### src/rtl/serial_pattern_gen.sv
// Captures a WIDTH-bit switch pattern and emits it MSB first with a one-cycle advance strobe.
// Optional SERIAL_GEN_LOOP_EN: repeat the captured pattern indefinitely instead of stopping in DONE.
module serial_pattern_gen #(
  parameter int WIDTH    = 8,
  parameter int TICK_DIV = 50_000_000
) (
  input  logic                     clk,
  input  logic                     reset,
  input  logic                     load,
  input  logic [WIDTH-1:0]         pattern,
  input  logic                     run,
  input  logic                     step,
  output logic                     X,
  output logic                     X_valid,
  output logic [$clog2(WIDTH)-1:0] bit_idx,
  output logic                     busy,
  output logic                     done
);

  localparam int IDX_W = $clog2(WIDTH);
  localparam int CNT_W = $clog2(WIDTH + 1);
  localparam int DIV_W = $clog2(TICK_DIV);
  localparam logic [DIV_W-1:0] DIV_LAST = DIV_W'(TICK_DIV - 1);

  typedef enum logic [1:0] {S_IDLE, S_ARMED, S_SHIFT, S_DONE} state_t;

  state_t             r_state;
  state_t             w_state_nxt;
  logic [WIDTH-1:0]   r_shreg;
  logic [CNT_W-1:0]   r_cnt;
  logic [DIV_W-1:0]   r_div;
  logic               r_x;
  logic               r_xv;
  logic [IDX_W-1:0]   r_idx;
  logic               r_busy;
  logic               r_done;
`ifdef SERIAL_GEN_LOOP_EN
  logic [WIDTH-1:0]   r_copy;
`endif

  logic w_active;
  logic w_tick;
  logic w_adv;
  logic w_load;
  logic w_last;

  assign w_active = (r_state == S_ARMED) || (r_state == S_SHIFT);
  assign w_tick   = w_active && run && (r_div == DIV_LAST);
  // Only the source selected by run may advance; the other is dropped.
  assign w_adv    = w_active && (run ? w_tick : step);
  assign w_load   = ((r_state == S_IDLE) || (r_state == S_DONE)) && load;
  assign w_last   = w_adv && (r_cnt == CNT_W'(1));

  always_ff @(posedge clk or negedge reset) begin
    if (!reset) begin
      r_state <= S_IDLE;
    end else begin
      r_state <= w_state_nxt;
    end
  end

  always_comb begin
    w_state_nxt = r_state;
    case (r_state)
      S_IDLE, S_DONE: begin
        if (load) w_state_nxt = S_ARMED;
      end
      S_ARMED, S_SHIFT: begin
        if (w_adv) begin
`ifdef SERIAL_GEN_LOOP_EN
          w_state_nxt = S_SHIFT;
`else
          w_state_nxt = w_last ? S_DONE : S_SHIFT;
`endif
        end
      end
      default: w_state_nxt = S_IDLE;
    endcase
  end

  always_ff @(posedge clk or negedge reset) begin
    if (!reset) begin
      r_shreg <= '0;
      r_cnt   <= '0;
      r_div   <= '0;
      r_x     <= 1'b0;
      r_xv    <= 1'b0;
      r_idx   <= '0;
      r_busy  <= 1'b0;
      r_done  <= 1'b0;
`ifdef SERIAL_GEN_LOOP_EN
      r_copy  <= '0;
`endif
    end else begin
      r_xv <= w_adv;

      // Divider runs only while shifting in run mode; leaving run mode restarts the period.
      if (w_active && run) begin
        r_div <= w_tick ? '0 : r_div + DIV_W'(1);
      end else begin
        r_div <= '0;
      end

      if (w_load) begin
        r_shreg <= pattern;
        r_cnt   <= CNT_W'(WIDTH);
`ifdef SERIAL_GEN_LOOP_EN
        r_copy  <= pattern;
`endif
      end else if (w_adv) begin
        r_x   <= r_shreg[WIDTH-1];
        r_idx <= IDX_W'(r_cnt - CNT_W'(1));
`ifdef SERIAL_GEN_LOOP_EN
        if (w_last) begin
          r_shreg <= r_copy;
          r_cnt   <= CNT_W'(WIDTH);
        end else begin
          r_shreg <= r_shreg << 1;
          r_cnt   <= r_cnt - CNT_W'(1);
        end
`else
        r_shreg <= r_shreg << 1;
        r_cnt   <= r_cnt - CNT_W'(1);
`endif
      end

      r_busy <= (w_state_nxt == S_ARMED) || (w_state_nxt == S_SHIFT);
`ifdef SERIAL_GEN_LOOP_EN
      r_done <= w_last;
`else
      r_done <= (w_state_nxt == S_DONE);
`endif
    end
  end

  assign X       = r_x;
  assign X_valid = r_xv;
  assign bit_idx = r_idx;
  assign busy    = r_busy;
  assign done    = r_done;

endmodule
### config.mk
export PLATFORM = sky130hd
export DESIGN_NAME = serial_pattern_gen
export DESIGN_NICKNAME = d
export VERILOG_FILES = /design/src/rtl/serial_pattern_gen.sv
export SDC_FILE = /design/constraint.sdc
export NUM_CORES = 1
export LEC_CHECK = 0
export CAP_MARGIN = 20
export CORE_ASPECT_RATIO = 1.2
export CORE_MARGIN = 2
export CORE_UTILIZATION = 42
export DETAILED_ROUTE_END_ITERATION = 7
export DONT_BUFFER_PORTS = 1
export MAX_ROUTING_LAYER = met4
export SETUP_SLACK_MARGIN = 0.3
export SLEW_MARGIN = 20
export SYNTH_ARGS = -nofsm -noshare
export SYNTH_HDL_FRONTEND = slang
export SYNTH_SLANG_ARGS = --single-unit
### constraint.sdc
create_clock -name clk -period 5.7 [get_ports clk]
set_input_delay 1.14 -clock clk [delete_from_list [all_inputs] [get_ports clk]]
set_output_delay 1.14 -clock clk [all_outputs]
set_load 0.01 [all_outputs]
# --- After elaboration in Yosys (flattened, before gate mapping) ---
# Index checks and enable logic that the tools add are counted.
word_totals:
  regBits: 47
  latch_bits: 0
  mem_bits_rw: 0
  romBits: 0
  inputBits: 13
  output_inout_bits: 7
  word_cells: 44
  n_memories: 0
classes:
  add_sub_neg: 2
  multipliers: 0
  div: 0
  magnitude_cmp: 0
  eq_ne: 8
  shift: 0
  mux: 11
  n_bitwise: 1
  n_reduce_logical: 13
ops:
  columns: ["cell", "n"]
  rows:
  - ["$mux W26", 2]
  - ["$add A26 B1 Y26 const B", 1]
  - ["$eq A26 B26 Y1 const B", 1]
  - ["$mux W8", 2]
  - ["$eq A2 B2 Y1 const B", 4]
  - ["$mux W4", 2]
  - ["$logic_and A1 B1 Y1", 5]
  - ["$eq A2 B1 Y1 const B", 2]
  - ["$eq A4 B1 Y1 const B", 1]
  - ["$mux W2", 2]
  - ["$pmux W2 S2", 1]
  - ["$reduce_or A2 Y1", 2]
  - ["$sub A4 B1 Y4 const B", 1]
  - ["$logic_or A1 B1 Y1", 3]
  - ["$logic_not A2 Y1", 1]
  - ["$mux W1", 2]
  - ["$reduce_and A2 Y1", 1]
  - ["$reduce_bool A2 Y1", 1]
  - ["$not A1 Y1", 1]

# --- Logic depth before layout (Yosys ltp) ---
# Gate-level depths: netlist of the first run.
depth:
  depth_word: 12
  mapped_depth: 7

# --- Worst setup path before layout of the first run ---
# Ideal clock, no wire load.
synth_timing:
  path_kind: "input to register"
  from: "input port run"
  to: "register r_busy (netlist: busy)"
  arrival_time_ns: 2.369
  t_required_ns: 5.574
  setup_slack_ns: 3.206
  cell_stages: 7
  path_buffers: 1
  path_cell_list: "inv_1 > buf_1 > nand2_1 > o31ai_1 > and3_1 > a22oi_1 > ha_1"
synth_via:
  elab_chain_cells: 10
  elab_cells_between_ends: 11
  cone_classes: "2 x eq/ne; 4 x mux; 5 x reduce/logical"
synth_rtl:
  columns: ["element", "line_no", "text"]
  rows:
  - ["start: declaration", "11", "input logic run,"]
  - ["$logic_and A1 B1 Y1 (2 in a row)", "48", "assign w_tick = w_active && run && (r_div == DIV_LAST);"]
  - ["$mux W1 *", "50", "assign w_adv = w_active && (run ? w_tick : step);"]
  - ["$logic_and A1 B1 Y1 *", "50", null]
  - ["$logic_and A1 B1 Y1", "52", "assign w_last = w_adv && (r_cnt == CNT_W'(1));"]
  - ["$mux W1", "73", "w_state_nxt = w_last ? S_DONE : S_SHIFT;"]
  - ["$mux W2 *", "69", "if (w_adv) begin"]
  - ["$pmux W2 S2 *", "64", "case (r_state)"]
  - ["net w_state_nxt[0]", "28", "state_t w_state_nxt;"]
  - ["$eq A2 B1 Y1 or $eq A2 B2 Y1 (tied branches)", "127", "r_busy <= (w_state_nxt == S_ARMED) || (w_state_nxt == S_SHIFT);"]
  - ["$logic_or A1 B1 Y1 *", "127", null]
  - ["end signal: assignment", "127", null]
  - ["end: declaration", "35", "logic r_busy;"]
# The timed path passes the listed nets; every way through them passes the cells marked *.
# A chain may end at the register's enable or synchronous reset.

# --- Worst setup path in the final report of the first run ---
layout_timing:
  from: "register r_state[0]"
  to: "register r_busy (netlist: busy)"
layout_via:
  elab_chain_cells: 12
  elab_cells_between_ends: 19
  cone_classes: "5 x eq/ne; 5 x mux; 9 x reduce/logical"
layout_rtl:
  columns: ["element", "line_no", "text"]
  rows:
  - ["start: declaration", "27", "state_t r_state;"]
  - ["start signal: assignment", "58", "r_state <= w_state_nxt;"]
  - ["$eq A2 B1 Y1 or $eq A2 B2 Y1 (tied branches)", "47, 64", null]
  - ["$logic_or A1 B1 Y1", "47", "assign w_active = (r_state == S_ARMED) || (r_state == S_SHIFT);"]
  - ["$logic_and A1 B1 Y1 (2 in a row)", "48", null]
  - ["$mux W1", "50", null]
  - ["$logic_and A1 B1 Y1", "50", null]
  - ["$logic_and A1 B1 Y1", "52", null]
  - ["$mux W1", "73", null]
  - ["$mux W2", "69", null]
  - ["$pmux W2 S2 *", "64", null]
  - ["net w_state_nxt[0]", "28", null]
  - ["$eq A2 B1 Y1 or $eq A2 B2 Y1 (tied branches)", "127", null]
  - ["$logic_or A1 B1 Y1 *", "127", null]
# Marks and branches as above.

==> results of run 1 <==
-- cell type report --
| type | count | area, sq um |
|---|---|---|
| Clock buffer | 5 | 68.82 |
| Clock inverter | 2 | 13.76 |
| Fill cell | 568 | 3035 |
| Inverter | 7 | 26.28 |
| Multi-Input combinational cell | 177 | 1285 |
| Sequential cell | 47 | 1176 |
| Tap cell | 80 | 100.1 |
-- state kept, by name, indices dropped and copies added, names as in the netlist --
signal	cells
X	1
X_valid	1
bit_idx	3
busy	1
done	1
r_cnt	4
r_div	26
r_shreg	8
r_state	2
-- logic make-up after synthesis --
logic type	Yosys count
compound gates	32
xor+xnor	26
fa+ha+maj	4
buf+inv	13
flops	47
mux	25
simple gates	90
-- worst min path at each step --
stage | startpoint | slack [ns] | cells past startpoint | to
6_report | r_div[0] | 0.50 | 1 | r_div[0]
5_1_grt | reset | 0.49 | 0 | r_div[19]
4_1_cts | r_div[0] | 0.49 | 1 | r_div[0]
3_5_place_dp | r_div[0] | 0.48 | 1 | r_div[0]
3_3_place_gp | r_div[0] | 0.48 | 1 | r_div[0]
2_1_floorplan | r_div[0] | 0.45 | 1 | r_div[0]
-- report_power, final --
group	internal, mW	switching, mW	total (mW)
clock	0.0839	0.106	0.190
sequential	0.408	0.0809	0.489
combinational	0.123	0.170	0.293
-- critical path, stage by stage, from the launching register on --
cell and delay (ns):
dfrtp_1 0.45, xor2_2 0.63, nand2_1 0.12, o31ai_1 0.28, and3_1 0.23, a22oi_1 0.11, ha_1 0.30
-- cell usage after synthesis (2+ instances only) --
cell | n | area [sq um]
nand2_1 | 12 | 45.04
a21oi_1 | 10 | 50.05
nor3_1 | 2 | 10.01
nor2_1 | 28 | 105.1
ha_1 | 4 | 50.05
clkbuf_1 | 3 | 11.26
xor2_1 | 17 | 148.9
inv_1 | 6 | 22.52
xnor2_1 | 8 | 70.07
mux2i_1 | 16 | 160.2
and4_1 | 2 | 17.52
nand4_4 | 2 | 42.54
dfrtp_1 | 47 | 1176
buf_2 | 2 | 10.01
o21ai_0 | 12 | 60.06
and3_1 | 5 | 31.28
nand3_1 | 19 | 95.09
mux2_2 | 8 | 90.09
nand4_1 | 6 | 37.54
-- layer usage --
| metal | vias to the layer above | routed length [um] | track usage | part of all wire |
|---|---|---|---|---|
| met1 | 796 | 2086 | 0.1978 | 0.46 |
| met3 | 6 | 122 | 0.03417 | 0.027 |
| met4 | 0 | 63 | 0.05682 | 0.014 |
| met2 | 24 | 2270 | 0.2607 | 0.50 |
| li1 | 842 | - | - | - |
| met5 | - | 0 | - | 0 |
==> impl_metrics.py, run 1 <==
metrics = {
    "drt": {
        "via_per_inst": 5.245,
        "drtIter0Drc": 42,
        "drc_errors": 0,
        "avgRoutedWirePerCell_um": 14.29,
        "detail-route-antenna-nets": 0,
        "firstDrtPassIters": 4,
        "vias": 1668,
        "routed_wl_um": 4543,
    },
    "timing": {
        "post-route-min-period_ns": 2.228,
        "finalClockSkew_ns": 0.01254,
        "fmax_mhz": 448.9,
        "final_hold_viol_count": 0,
        "rsz0062_at_grt": "false",
        "whs_ns": 0.4965,
        "period_share": 0.3908,
        "slew_viol_final": 0,
        "worstMarginPinSlew_ns": 1.054,
        "fin_ws_ns": 3.472,
        "setup_viol": 0,
        "slew_headroom": 0.2973,
        "setup_tns_ns": 0,
    },
    "clock_tree": {
        "insertion_delay_ns": 0.30,
        "cts_hold_buf": 0,
        "clk_pin_slew_worst_paths_ns": 0.08,
        "post_cts_buffers": 0,
        "cts.sinks": 47,
        "cts.path.max_buffers": 2,
        "cts_tree": "built",
        "cts_buffers": 5,
        "post_cts_resized": 0,
        "cts_max_level": 2,
        "cts_root_buffer": "clkbuf_8",
    },
    "global_route": {
        "overflow": 0,
        "grt_pass1_wl_um": 7769,
        "grt_max_degree": 48,
        "grt_use_total": 0.1608,
        "grt_pass1_vias": 1673,
        "grt_antenna_before_repair": 0,
    },
    "cells_and_area": {
        "design_area_sq_um": 2670,
        "drive_above_1_share": 0.1261,
        "antenna_cells": 0,
        "fin_cells": 318,
        "finish.utilization": 0.4680,
        "fin_nets": 255,
        "syn_to_final_growth_pct": 6.275,
        "final_cell_mix": "dfrtp_1, nor2_1, nand3_1",
        "final_common_cell": "dfrtp_1",
    },
    "synth": {
        "synth_cell_types": 47,
        "netlist_instances": 237,
        "syn_area_sq_um": 2512,
        "synth_compound_area_frac": 0.08267,
        "syn_nets": 254,
        "synth_top_family_by_area": "simple AND/OR/NAND/NOR gates",
        "async_flop_share": 1.000,
        "yosysSeqAreaShare": 0.4681,
        "yosys.area_share.simple": 0.2097,
        "synthMuxAreaShare": 0.1056,
        "synth.avg_cell_area_sq_um": 10.60,
        "synth_edf_count": 0,
        "ys.warnings.count": 0,
        "synth-seq-cells": 47,
        "synthAdderAreaFrac": 0.01992,
        "synthXorXnorAreaFrac": 0.09363,
        "ys.flop_type": "dfrtp_1",
    },
    "pwr": {
        "ir_drop_mv": 0.1479,
        "p_per_area_nw_per_um2": 364.3,
        "finalPower_mw": 0.9727,
        "p_leak_nw": 1.082,
    },
    "placement": {
        "port_buffers": 0,
        "place_inst": 311,
        "dp_slack_ns": 3.174,
        "place_area_sq_um": 2587,
        "hpwl_um": 3120,
        "routabilityCongestion": 0.7107,
    },
    "critical_path": {
        "r2r-end": "busy",
        "cp-endpoint": "busy",
        "r2r_setup_slack_ns": 3.47,
        "crit_path_start_kind": "flop",
        "crit_required_ns": 5.88,
        "arrival_ns": 2.41,
        "r2r_cells": 6,
        "cp-end-kind": "flop",
        "crit_type": "flop to flop",
        "worstSetupStartpoint": "r_state[0]",
        "worstPathMaxFanout": 19,
        "reg2reg_from": "r_state[0]",
    },
    "die": {
        "std_cell_rows": 30,
        "core_sq_um": 5705,
        "die_h_um": 88.73,
        "dieArea_sq_um": 6619,
        "start_util": 0.4404,
        "die_w_um": 74.61,
        "ios": 20,
    },
    "min_path": {
        "min_path_type": "flop to flop",
    },
    "outcome": {
        "status": "completed",
    },
    "flow_run": {
        "drv_cap": 0,
    },
}
(Power assumes the default switching activity.)
==> run 2, diff against run 1 <==
clock period = 2.02 ns   (was 5.7 ns; I/O delays follow)
==> run 2 against run 1 <==
Effect of this change:
- power grew to 3.4 times the previous value
- final area grew 14%
- critical endpoint is now X
- clock power grew to 4.2 times the previous value
- critical path depth is the same
- sequential share of layout area shrank 5.3 points
- clock skew shrank 0.0036 ns
- combinational power grew to 3.9 times the previous value
- final cell count grew 8.2%
- fmax grew 19%
- clock-buffer cell count is the same
- sequential power grew to 2.8 times the previous value
==> impl_metrics.py, run 2 (synthesis results as in run 1) <==
metrics = {
    "die": {
        "start_util": 0.4404,
        "die_w_um": 74.61,
        "core_sq_um": 5705,
        "std_cell_rows": 30,
        "die_h_um": 88.73,
        "dieArea_sq_um": 6619,
        "ios": 20,
    },
    "timing": {
        "post-route-min-period_ns": 1.869,
        "final_hold_viol_count": 0,
        "setup_viol": 0,
        "setup_tns_ns": 0,
        "slew_viol_final": 0,
        "whs_ns": 0.2753,
        "period_share": 0.9254,
        "fmax_mhz": 534.9,
        "rsz0062_at_grt": "true",
        "fin_ws_ns": 0.1506,
        "slew_headroom": 0.6367,
        "finalClockSkew_ns": 0.008962,
        "worstMarginPinSlew_ns": 0.5410,
    },
    "critical_path": {
        "crit_path_start_kind": "flop",
        "worstPathMaxFanout": 4,
        "crit_required_ns": 2.20,
        "arrival_ns": 2.05,
        "cp-end-kind": "flop",
        "crit_type": "flop to flop",
    },
    "placement": {
        "hpwl_um": 3264,
        "port_buffers": 0,
        "dp_slack_ns": 0.06210,
        "place_area_sq_um": 2685,
        "routabilityCongestion": 0.7904,
        "place_inst": 320,
    },
    "drt": {
        "highest_layer": "met4",
        "wl_met3_um": 157,
        "wl_met1_um": 2201,
        "firstDrtPassIters": 5,
        "drtIter0Drc": 61,
        "via_per_inst": 5.326,
        "avgRoutedWirePerCell_um": 14.37,
        "vias": 1832,
        "routed_wl_um": 4944,
        "drc_errors": 0,
        "detail-route-antenna-nets": 0,
        "wl_met2_um": 2549,
    },
    "cells_and_area": {
        "num-fill-cells": 511,
        "finish.utilization": 0.5349,
        "fin_cells": 344,
        "drive_above_1_share": 0.2689,
        "final_cell_mix": "dfrtp_1, nor2_1, nand3_1, buf_4, xor2_1",
        "regMostFlops": "r_div",
        "top_regs": "r_div (26), r_shreg (8), r_cnt (4)",
        "final_common_cell": "dfrtp_1",
        "antenna_cells": 0,
        "syn_to_final_growth_pct": 21.46,
        "largest_register_ffs": 26,
        "design_area_sq_um": 3052,
        "fin_nets": 280,
    },
    "clock_tree": {
        "insertion_delay_ns": 0.29,
        "cts_buffers": 5,
        "cts_tree": "built",
        "cts.sinks": 47,
        "cts_max_level": 2,
        "cts.path.max_buffers": 2,
        "clk_pin_slew_worst_paths_ns": 0.09,
        "cts_root_buffer": "clkbuf_8",
    },
    "pwr": {
        "finalPower_mw": 3.332,
        "ir_drop_mv": 0.4204,
        "p_per_area_nw_per_um2": 1092,
        "p_leak_nw": 1.267,
    },
    "min_path": {
        "min_path_type": "input port to flop",
    },
    "global_route": {
        "grt_use_total": 0.1636,
        "overflow": 0,
        "grt_antenna_before_repair": 0,
        "grt_max_degree": 48,
        "grt_pass1_vias": 1742,
        "grt_pass1_wl_um": 8204,
    },
    "flow_run": {
        "drv_cap": 0,
    },
    "outcome": {
        "status": "completed",
    },
}
-- run 2: cell types whose count changed in the layout (fill, tap and decap cells not counted), moves of 2 or more --
cell | before | now
buf_4 | 0 | 19
dfrtp_1 | 47 | 42
dfrtp_2 | 0 | 5
o21ai_2 | 1 | 3
and3_4 | 0 | 2
o21ai_0 | 12 | 8
bufinv_16 | 0 | 2
buf_6 | 0 | 2
buf_12 | 0 | 2
o21ai_1 | 0 | 2
-- run 2: power breakdown --
group          internal, mW  leakage, nW  switching, mW
combinational         0.541        0.605          0.597
clock                 0.493       0.0644          0.313
sequential             1.15        0.597          0.236
total                  2.19         1.27           1.15
-- run 2: final timing paths --
check | startpoint | end | slack [ns] | cells past startpoint
worst max-delay path | r_div[1] | X | 0.15 | 6
worst min register to register | r_cnt[1] | r_cnt[1] | 0.52 | 1
worst min-delay path | load | r_cnt[3] | 0.28 | 2
max in group asynchronous | reset | r_div[10] | 1.15 | 2
min in group asynchronous | reset | busy | 0.63 | 2
worst max register to register | r_div[1] | X | 0.15 | 6
-- run 2: worst max-delay path, cell delays in order (launching register included) --
cell and delay [ns]:
dfrtp_1 0.37, ha_2 0.19, and3_4 0.21, nand4_4 0.14
o31ai_4 0.36, nand2_2 0.17, mux2_4 0.32
-- run 2: layout make-up --
type                    count  area [sq um]  area share
multi-input cells         177          1364      0.4469
flip-flops and latches     47          1182      0.3875
repair buffers             25         242.7     0.07954
well taps                  80         100.1     0.03280
clock buffers               5         68.82     0.02255
clock inverters             3         67.56     0.02214
inverters                   7         26.28    0.008610
-- run 2: per-layer routing --
metal	vias up	GRT usage
li1	887	-
met1	910	0.2020
met2	31	0.2784
met3	4	0.03075
met4	0	0.03409
met5	-	-
-- run 2: what timing repair did --
item / 4_1_cts / 5_1_grt
setup endpoints to repair: 43 / 45
pin swaps: 9 / 6
endpoints found under the hold margin: 47 / 0
setup buffers: 8 / 6
gates cloned: 0 / 0
resized for setup: 15 / 9
hold buffers: 2 / 0
